## config.mk

```make
export PLATFORM = sky130hd
export DESIGN_NAME = barrett_for_463
export DESIGN_NICKNAME = d
export VERILOG_FILES = /design/src/rtl/barrett_for_463.sv
export SDC_FILE = /design/constraint.sdc
export NUM_CORES = 1
export LEC_CHECK = 0
export CORE_MARGIN = 8
export CORE_UTILIZATION = 55
export CTS_CLUSTER_DIAMETER = 120
export CTS_CLUSTER_SIZE = 8
export DETAILED_ROUTE_END_ITERATION = 12
export HOLD_SLACK_MARGIN = 0.12
export PLACE_DENSITY_LB_ADDON = 0.1
export SLEW_MARGIN = 5
export SYNTH_ARGS = -nofsm -noshare
export SYNTH_HDL_FRONTEND = slang
export SYNTH_SLANG_ARGS = --single-unit
```

## constraint.sdc

```tcl
create_clock -name clk -period 32.6 [get_ports clk]
set_input_delay 6.52 -clock clk [delete_from_list [all_inputs] [get_ports clk]]
set_output_delay 6.52 -clock clk [all_outputs]
set_load 0.01 [all_outputs]
```

## src/rtl/barrett_for_463.sv

```systemverilog
// barrett_for_463 -- reduces a 17-bit unsigned operand modulo 463 by Barrett
// reduction. A multiply-shift quotient estimate is followed by at most two
// conditional subtractions, so no divider is needed.
//
// Ports:
//   clk     in   1   rising-edge clock
//   rst     in   1   asynchronous active-high reset (clears dout_q / vld_q)
//   din_a   in   17  unsigned operand, 0..131071
//   din_vld in   1   din_a valid, sampled on the rising edge of clk
//   dout_r  out  9   combinational din_a mod 463 (zero latency)
//   dout_q  out  9   dout_r registered, one cycle of latency
//   vld_q   out  1   dout_q valid
module barrett_for_463 #(
  parameter int Q  = 463,  // modulus, 2^8 < Q < 2^9
  parameter int NI = 17,   // input width
  parameter int NO = 9,    // output width
  parameter int K  = 18,   // Barrett shift
  parameter int M  = 566   // floor(2^K / Q)
) (
  input  logic          clk,
  input  logic          rst,
  input  logic [NI-1:0] din_a,
  input  logic          din_vld,
  output logic [NO-1:0] dout_r,
  output logic [NO-1:0] dout_q,
  output logic          vld_q
);

  // M fits in 10 bits, so the product needs NI + 10 bits to avoid wrapping.
  localparam int MW = 10;
  localparam int PW = NI + MW;
  // One extra bit over the input holds the remainder before correction.
  localparam int RW = NI + 1;

  logic [PW-1:0] prod;
  logic [NO-1:0] q_est;
  logic [RW-1:0] q_times_mod;
  logic [RW-1:0] rem0;
  logic [RW-1:0] rem1;
  logic [RW-1:0] rem2;
  logic [NO-1:0] dout_d;
  logic          vld_d;

  // Subtract the modulus once when the value is not yet below it.
  function automatic logic [RW-1:0] sub_mod_once(input logic [RW-1:0] x);
    if (x >= RW'(Q)) begin
      return x - RW'(Q);
    end
    return x;
  endfunction

  // The estimate never exceeds the true quotient because M/2^K < 1/Q. The
  // subtraction therefore cannot underflow. The estimate can be low by at
  // most 2, so two corrections always bring the remainder into [0, Q-1].
  always_comb begin
    prod        = PW'(din_a) * PW'(M);
    q_est       = NO'(prod >> K);
    q_times_mod = RW'(q_est) * RW'(Q);
    rem0        = RW'(din_a) - q_times_mod;
    rem1        = sub_mod_once(rem0);
    rem2        = sub_mod_once(rem1);
    dout_r      = NO'(rem2);
    dout_d      = dout_r;
    vld_d       = din_vld;
  end

  // ---- stage boundary: combinational result -> registered output ----
  // Reset clears both data and valid, so a result in flight is discarded.
  always_ff @(posedge clk or posedge rst) begin
    if (rst) begin
      dout_q <= '0;
      vld_q  <= 1'b0;
    end else begin
      dout_q <= dout_d;
      vld_q  <= vld_d;
    end
  end

endmodule

```

==> impl_results.html, run 1 <==
<table>
<tr><th>Metric</th><th>Value</th></tr>
<tr><th colspan="2">Setup path</th></tr>
<tr><td>Cell type group with the largest total delay on the critical path</td><td>adder cells</td></tr>
<tr><td>Arrival @ worst endpoint</td><td>20.34 ns</td></tr>
<tr><td>Worst path buffer plus inverter count</td><td>11</td></tr>
<tr><td>Peak fanout along the critical path</td><td>16</td></tr>
<tr><td>Cell repeated most along the worst path</td><td>sky130_fd_sc_hd__inv_1</td></tr>
<tr><td>Kind of capture point of the worst setup path</td><td>output pin</td></tr>
<tr><td>Kind of start point of the critical path</td><td>input pin</td></tr>
<tr><td>Slowest-stage cell, CP</td><td>sky130_fd_sc_hd__clkdlybuf4s50_1</td></tr>
<tr><td>Critical path class</td><td>input pin to output pin</td></tr>
<tr><td>Required time of the critical path</td><td>26.08 ns</td></tr>
<tr><td>Critical path's largest stage delay</td><td>0.57 ns</td></tr>
<tr><th colspan="2">Clocking</th></tr>
<tr><td>Count of instances resized after the clock tree is built</td><td>0</td></tr>
<tr><td>Sink Count</td><td>10</td></tr>
<tr><td>Number of setup buffers added after CTS</td><td>0</td></tr>
<tr><td>Clock-pin slew on the worst setup and hold paths</td><td>0.04 ns</td></tr>
<tr><td>Maximum number of buffers from clock root to sink</td><td>2</td></tr>
<tr><td>H-Tree Level Count</td><td>1</td></tr>
<tr><td>CTS tree</td><td>done</td></tr>
<tr><td>CTS Buf Count</td><td>3</td></tr>
<tr><td>Hold-fix buffer count after cts</td><td>0</td></tr>
<tr><td>Clock tree root buffer cell</td><td>sky130_fd_sc_hd__clkbuf_16</td></tr>
<tr><th colspan="2">Cells and area</th></tr>
<tr><td>Fraction of final layout cells with drive strength greater than 1</td><td>4.49%</td></tr>
<tr><td>Nets</td><td>989</td></tr>
<tr><td>Layout Area Growth over Synthesis</td><td>9.38%</td></tr>
<tr><td>Final non-filler cell total</td><td>922</td></tr>
<tr><td># diodes</td><td>0</td></tr>
<tr><th colspan="2">Floorplan</th></tr>
<tr><td>Initial core utilization</td><td>55.8%</td></tr>
<tr><td>Row Count</td><td>39</td></tr>
<tr><td>Die H</td><td>123 um</td></tr>
<tr><td>Core area</td><td>11300 um^2</td></tr>
<tr><td>Count of boundary I/O pins</td><td>39</td></tr>
<tr><td>Width of the die</td><td>123 um</td></tr>
<tr><td>Area of the die</td><td>15100 um^2</td></tr>
<tr><th colspan="2">Logic synthesis</th></tr>
<tr><td>Prevailing post-synth register cell</td><td>sky130_fd_sc_hd__dfrtp_1</td></tr>
<tr><td>Sequential share of the synthesized area</td><td>3.98%</td></tr>
<tr><td>Count of state elements after synthesis</td><td>10</td></tr>
<tr><td>Number of nets in the synthesized netlist</td><td>959</td></tr>
<tr><td>Ys Warns</td><td>0</td></tr>
<tr><td>Netlist area before placement</td><td>6280 um^2</td></tr>
<tr><td>Post-Synthesis Cells</td><td>750</td></tr>
<tr><td>Mean cell area of the mapped netlist</td><td>8.38 um^2</td></tr>
<tr><td>Number of synthesized flops with an enable pin</td><td>0</td></tr>
<tr><td>FFs w/ async S/R, synth</td><td>100%</td></tr>
<tr><td>Synth cell types</td><td>76</td></tr>
<tr><th colspan="2">Placement</th></tr>
<tr><td>Post-Place Cells</td><td>918</td></tr>
<tr><td>Count of input and output buffers</td><td>38</td></tr>
<tr><td>Routability congestion estimate from global placement</td><td>0.915</td></tr>
<tr><td>Half-perimeter wire length after placement</td><td>12700 um</td></tr>
<tr><td>Worst slack at placement</td><td>5.68 ns</td></tr>
<tr><th colspan="2">STA</th></tr>
<tr><td>Setup total negative slack</td><td>0 ns</td></tr>
<tr><td>Final count of pins violating max slew</td><td>0</td></tr>
<tr><td>Setup repair after global routing missed its margin</td><td>false</td></tr>
<tr><td>Smallest setup slack after layout</td><td>5.74 ns</td></tr>
<tr><td>Hold Vio Cnt, Final</td><td>0</td></tr>
<tr><td>Maximum clock rate</td><td>37.2 MHz</td></tr>
<tr><td>Final critical path time including I/O delays and setup</td><td>26.86 ns</td></tr>
<tr><td>Share of the clock period used by the worst path</td><td>82.4%</td></tr>
<tr><td>Count of endpoints failing setup in the final report</td><td>0</td></tr>
<tr><td>Worst-case headroom to the max-slew limit</td><td>44.5%</td></tr>
<tr><td>Worst slew pin tran</td><td>0.833 ns</td></tr>
<tr><th colspan="2">GRT</th></tr>
<tr><td>Wire length of the first global-routing pass</td><td>24300 um</td></tr>
<tr><td>Number of antenna violations at the first check in global routing</td><td>0</td></tr>
<tr><td>Largest net degree at the start of global routing</td><td>17</td></tr>
<tr><td>Total overflow reported by the global router</td><td>0</td></tr>
<tr><td>GRT Overall Usage</td><td>19.5%</td></tr>
<tr><td>Number of global-route vias before repair</td><td>5277</td></tr>
<tr><th colspan="2">Status</th></tr>
<tr><td>Status</td><td>finished clean</td></tr>
<tr><th colspan="2">Routing</th></tr>
<tr><td>Post-Route WL</td><td>14100 um</td></tr>
<tr><td>Average vias per placed instance</td><td>5.53</td></tr>
<tr><td>Iteration-0 DRC Markers</td><td>247</td></tr>
<tr><td>Number of routed nets with antenna violations</td><td>0</td></tr>
<tr><td>Via count</td><td>5103</td></tr>
<tr><td>DR WL/cell</td><td>15.3 um</td></tr>
<tr><td>Iteration count of the initial detailed-routing pass</td><td>7</td></tr>
<tr><td>DRC errors left</td><td>0</td></tr>
<tr><th colspan="2">Flow run</th></tr>
<tr><td>Number of maximum-capacitance constraint violations</td><td>0</td></tr>
<tr><th colspan="2">Hold path</th></tr>
<tr><td>Worst min path class</td><td>input pin to async pin</td></tr>
</table>
-- registers in the layout (all words and copies together), names as in the netlist --
signal and count:
dout_q 9, vld_q 1
-- cell usage after synthesis, types with 7 or more instances --
cell type | instances | share of area [%]
sky130_fd_sc_hd__nand3_1 | 15 | 1.2
sky130_fd_sc_hd__a21oi_1 | 28 | 2.2
sky130_fd_sc_hd__o21a_1 | 7 | 0.84
sky130_fd_sc_hd__o211ai_1 | 7 | 0.84
sky130_fd_sc_hd__clkbuf_1 | 10 | 0.60
sky130_fd_sc_hd__nand4_1 | 8 | 0.80
sky130_fd_sc_hd__dfrtp_1 | 10 | 4.0
sky130_fd_sc_hd__o21ai_0 | 19 | 1.5
sky130_fd_sc_hd__ha_1 | 114 | 23
sky130_fd_sc_hd__nor3_1 | 12 | 0.96
sky130_fd_sc_hd__inv_1 | 188 | 11
sky130_fd_sc_hd__fa_1 | 75 | 24
sky130_fd_sc_hd__a211oi_1 | 8 | 0.96
sky130_fd_sc_hd__xor2_1 | 12 | 1.7
sky130_fd_sc_hd__xnor2_1 | 31 | 4.3
sky130_fd_sc_hd__o21bai_1 | 7 | 0.84
sky130_fd_sc_hd__nor2_1 | 35 | 2.1
sky130_fd_sc_hd__nand2_1 | 39 | 2.3
-- final cells by class --
class | instances | area, um^2
multi-input combinational | 539 | 5270
fill | 1008 | 4400
inverter | 188 | 706
timing repair buffer | 38 | 380
sequential | 10 | 250
tap | 143 | 179
clock buffer | 4 | 88.8
-- placed cells by master (no fill, tap or decap), types with 3 or more instances in the layout --
cell,Yosys,final
sky130_fd_sc_hd__and4_1,3,3
sky130_fd_sc_hd__o211a_1,3,3
sky130_fd_sc_hd__a211oi_2,3,3
sky130_fd_sc_hd__o211ai_1,7,7
sky130_fd_sc_hd__nand2_1,39,39
sky130_fd_sc_hd__mux2i_1,6,6
sky130_fd_sc_hd__xnor2_1,31,31
sky130_fd_sc_hd__nand3_1,15,15
sky130_fd_sc_hd__nor2_1,35,35
sky130_fd_sc_hd__nand2b_1,4,4
sky130_fd_sc_hd__o21ai_1,4,4
sky130_fd_sc_hd__xor2_1,12,12
sky130_fd_sc_hd__o21bai_1,7,7
sky130_fd_sc_hd__clkbuf_16,0,3
sky130_fd_sc_hd__a211oi_1,8,8
sky130_fd_sc_hd__a21oi_1,28,28
sky130_fd_sc_hd__a31oi_1,5,5
sky130_fd_sc_hd__ha_1,114,114
sky130_fd_sc_hd__dfrtp_1,10,10
sky130_fd_sc_hd__and3_1,6,6
sky130_fd_sc_hd__inv_1,188,188
sky130_fd_sc_hd__o31ai_1,4,4
sky130_fd_sc_hd__o31a_1,3,3
sky130_fd_sc_hd__nor3_1,12,12
sky130_fd_sc_hd__or3_1,3,3
sky130_fd_sc_hd__o22ai_1,4,4
sky130_fd_sc_hd__fa_1,75,75
sky130_fd_sc_hd__and2_1,5,5
sky130_fd_sc_hd__nor4_1,5,5
sky130_fd_sc_hd__nand4_1,8,8
sky130_fd_sc_hd__a21o_1,5,5
sky130_fd_sc_hd__a211o_1,5,5
sky130_fd_sc_hd__clkdlybuf4s50_1,0,38
sky130_fd_sc_hd__o21a_1,7,7
sky130_fd_sc_hd__or2_2,4,4
sky130_fd_sc_hd__o21ai_0,19,19
-- routing by layer --
metal  up-vias  share of wire [%]  track usage (%)
li1       2549                  -                -
met1      2413                 46             25.6
met2       131                 49             34.1
met3        10                4.2             2.47
met4         0                1.3             2.82
met5         -                  0                0
-- final timing paths --
kind	cells after the start	start	slack (ns)	to
min	2	rst	6.57	dout_q[3]
min in group clk	1	din_vld	6.74	vld_q
max	52	din_a[13]	5.74	dout_r[6]
max in group asynchronous	2	rst	25.75	dout_q[6]
-- metrics by stage --
stage                     area [um^2]  utilization, %  hold slack (ns)
after floorplan                  6280               -             6.36
after global placement           6790            60.2             6.82
after detailed placement         6790            60.2             6.83
after CTS                        6870            61.0             6.59
after global routing             6870            61.0             6.64
final                            6870            61.0             6.57
-- cell families after synthesis --
group | synth area share [%]
compound gates | 16.4
buf+inv | 12.2
fa+ha+maj | 46.6
simple gates | 13.5
mux | 1.37
xor+xnor | 5.99
flops | 3.98
Power of run 1 is left out: the tool's default activity adds up to more than one toggle a clock period on the data nets, which glitch-free logic cannot reach.
==> inputs of run 2 (changes only) <==
clock period = 27.4 ns   (was 32.6 ns; I/O delays follow)
==> run 2 against run 1 <==
  * Via count increased by 0.92%
  * Clock-buffer cell count did not move
  * Highest routed layer unchanged
  * Sequential share of layout area stayed put
  * Critical endpoint unchanged
==> impl_results.html, run 2 (synthesis gave the netlist of run 1 again) <==
<table>
<tr><th>Metric</th><th>Value</th></tr>
<tr><th colspan="2">Cells and area</th></tr>
<tr><td>Commonest non-fill, non-tap cell in the layout</td><td>sky130_fd_sc_hd__inv_1 (unchanged)</td></tr>
<tr><td>Registers with the highest flip-flop counts</td><td>dout_q x9, vld_q x1 (unchanged)</td></tr>
<tr><td>Fraction of final layout cells with drive strength greater than 1</td><td>4.49% (unchanged)</td></tr>
<tr><td>Final non-filler cell total</td><td>922 (unchanged)</td></tr>
<tr><td>Post-route standard cell area excluding fillers</td><td>6870 um^2 (unchanged)</td></tr>
<tr><td>Most flops, register</td><td>dout_q (unchanged)</td></tr>
<tr><td>Layout Area Growth over Synthesis</td><td>9.38% (unchanged)</td></tr>
<tr><td>Number of flip-flops under the largest register name</td><td>9 (unchanged)</td></tr>
<tr><td>Count of fill cells added during filler insertion</td><td>1006 (was 1008)</td></tr>
<tr><td>Nets</td><td>989 (unchanged)</td></tr>
<tr><td>Most frequent cells in the layout</td><td>188 x sky130_fd_sc_hd__inv_1, 114 x sky130_fd_sc_hd__ha_1, 75 x sky130_fd_sc_hd__fa_1 (unchanged)</td></tr>
<tr><td># diodes</td><td>0 (unchanged)</td></tr>
<tr><th colspan="2">Clocking</th></tr>
<tr><td>Number of setup buffers added after CTS</td><td>0 (unchanged)</td></tr>
<tr><td>Count of instances resized after the clock tree is built</td><td>0 (unchanged)</td></tr>
<tr><td>Hold-fix buffer count after cts</td><td>0 (unchanged)</td></tr>
<tr><td>Clock-pin slew on the worst setup and hold paths</td><td>0.04 ns (about the same)</td></tr>
<tr><td>Clock tree root buffer cell</td><td>sky130_fd_sc_hd__clkbuf_16 (unchanged)</td></tr>
<tr><td>Maximum number of buffers from clock root to sink</td><td>2 (unchanged)</td></tr>
<tr><td>CTS tree</td><td>done (unchanged)</td></tr>
<tr><td>Sink Count</td><td>10 (unchanged)</td></tr>
<tr><td>H-Tree Level Count</td><td>1 (unchanged)</td></tr>
<tr><td>CTS Buf Count</td><td>3 (unchanged)</td></tr>
<tr><th colspan="2">Setup path</th></tr>
<tr><td>Required time of the critical path</td><td>21.92 ns (was 26.08 ns)</td></tr>
<tr><td>Peak fanout along the critical path</td><td>16 (unchanged)</td></tr>
<tr><td>Critical path class</td><td>input pin to output pin (unchanged)</td></tr>
<tr><td>Kind of start point of the critical path</td><td>input pin (unchanged)</td></tr>
<tr><td>Cell repeated most along the worst path</td><td>sky130_fd_sc_hd__inv_1 (unchanged)</td></tr>
<tr><td>Critical path's largest stage delay</td><td>0.60 ns (was 0.57 ns)</td></tr>
<tr><td>Slowest-stage cell, CP</td><td>sky130_fd_sc_hd__a311oi_2 (was sky130_fd_sc_hd__clkdlybuf4s50_1)</td></tr>
<tr><td>Arrival @ worst endpoint</td><td>19.52 ns (was 20.34 ns)</td></tr>
<tr><td>First element of the critical path</td><td>din_a[12] (was din_a[13])</td></tr>
<tr><td>Kind of capture point of the worst setup path</td><td>output pin (unchanged)</td></tr>
<tr><th colspan="2">GRT</th></tr>
<tr><td>Number of global-route vias before repair</td><td>5299 (was 5277)</td></tr>
<tr><td>Total overflow reported by the global router</td><td>0 (unchanged)</td></tr>
<tr><td>Wire length of the first global-routing pass</td><td>24300 um (about the same)</td></tr>
<tr><td>Largest net degree at the start of global routing</td><td>17 (unchanged)</td></tr>
<tr><td>GRT Overall Usage</td><td>19.5% (about the same)</td></tr>
<tr><td>Number of antenna violations at the first check in global routing</td><td>0 (unchanged)</td></tr>
<tr><th colspan="2">STA</th></tr>
<tr><td>Final count of pins violating max slew</td><td>0 (unchanged)</td></tr>
<tr><td>Count of endpoints failing setup in the final report</td><td>0 (unchanged)</td></tr>
<tr><td>Setup repair after global routing missed its margin</td><td>false (unchanged)</td></tr>
<tr><td>Setup total negative slack</td><td>0 ns (unchanged)</td></tr>
<tr><td>Maximum clock rate</td><td>40.0 MHz</td></tr>
<tr><td>Final critical path time including I/O delays and setup</td><td>25.00 ns</td></tr>
<tr><td>Worst slew pin tran</td><td>0.875 ns (was 0.833 ns)</td></tr>
<tr><td>Share of the clock period used by the worst path</td><td>91.2%</td></tr>
<tr><td>Worst-case headroom to the max-slew limit</td><td>41.6% (was 44.5%)</td></tr>
<tr><td>Hold Vio Cnt, Final</td><td>0 (unchanged)</td></tr>
<tr><th colspan="2">Routing</th></tr>
<tr><td>Post-Route WL</td><td>14300 um (was 14100 um)</td></tr>
<tr><td>Number of routed nets with antenna violations</td><td>0 (unchanged)</td></tr>
<tr><td>DRC errors left</td><td>0 (unchanged)</td></tr>
<tr><td>DR WL/cell</td><td>15.5 um (was 15.3 um)</td></tr>
<tr><td>Via count</td><td>5150 (was 5103)</td></tr>
<tr><td>Iteration-0 DRC Markers</td><td>261 (was 247)</td></tr>
<tr><td>Iteration count of the initial detailed-routing pass</td><td>5 (was 7)</td></tr>
<tr><td>Average vias per placed instance</td><td>5.59 (was 5.53)</td></tr>
<tr><th colspan="2">Floorplan</th></tr>
<tr><td>Count of boundary I/O pins</td><td>39 (unchanged)</td></tr>
<tr><td>Die H</td><td>123 um (unchanged)</td></tr>
<tr><td>Area of the die</td><td>15100 um^2 (unchanged)</td></tr>
<tr><td>Initial core utilization</td><td>55.8% (unchanged)</td></tr>
<tr><td>Width of the die</td><td>123 um (unchanged)</td></tr>
<tr><td>Row Count</td><td>39 (unchanged)</td></tr>
<tr><td>Core area</td><td>11300 um^2 (unchanged)</td></tr>
<tr><th colspan="2">Placement</th></tr>
<tr><td>Routability congestion estimate from global placement</td><td>0.925 (was 0.915)</td></tr>
<tr><td>Post-Place Cells</td><td>918 (unchanged)</td></tr>
<tr><td>Count of input and output buffers</td><td>38 (unchanged)</td></tr>
<tr><td>Total placed instance area</td><td>6790 um^2 (unchanged)</td></tr>
<tr><td>Half-perimeter wire length after placement</td><td>12600 um (was 12700 um)</td></tr>
<tr><th colspan="2">Status</th></tr>
<tr><td>Status</td><td>finished clean (unchanged)</td></tr>
<tr><th colspan="2">Flow run</th></tr>
<tr><td>Number of maximum-capacitance constraint violations</td><td>0 (unchanged)</td></tr>
<tr><th colspan="2">Hold path</th></tr>
<tr><td>Worst min path class</td><td>input pin to async pin (unchanged)</td></tr>
</table>
run 2: layer usage:
metal | share of wire (%) | up-vias | global-route usage, %
li1 | - | 2557 | -
met1 | 46 | 2464 | 25.3
met2 | 48 | 107 | 34.6
met3 | 3.8 | 22 | 1.87
met4 | 2.0 | 0 | 4.19
met5 | 0 | - | 0
run 2: final timing paths:
| kind | depth (start not counted) | slack (ns) | endpoint |
|---|---|---|---|
| min in group clk | 1 | 5.69 | vld_q |
| max in group asynchronous | 2 | 21.57 | dout_q[6] |
| setup / recovery | 52 | 2.40 | dout_r[6] |
| hold / removal | 2 | 5.54 | dout_q[2] |
run 2: layout make-up:
cell class,count,area [um^2],area share [%]
sequential,10,250,3.64
clock buffer,4,88.8,1.29
tap,143,179,2.60
inverter,188,706,10.3
multi-input combinational,539,5270,76.7
timing repair buffer,38,380,5.53
run 2: through the flow:
step	setup slack, ns	util, %	hold slack (ns)
2_1_floorplan	5.25	-	5.32
3_3_place_gp	2.86	60.2	5.78
3_5_place_dp	2.45	60.2	5.80
4_1_cts	2.34	61.0	5.56
5_1_grt	1.37	61.0	5.59
6_report	2.40	61.0	5.54
run 2: critical path, delay by kind of cell:
family | cells | cell delay, ns
simple gates | 3 | 0.63
xor+xnor | 2 | 0.73
fa+ha+maj | 12 | 5.35
compound gates | 24 | 5.58
buf+inv | 11 | 1.74
Power of run 2 is left out for the same reason.
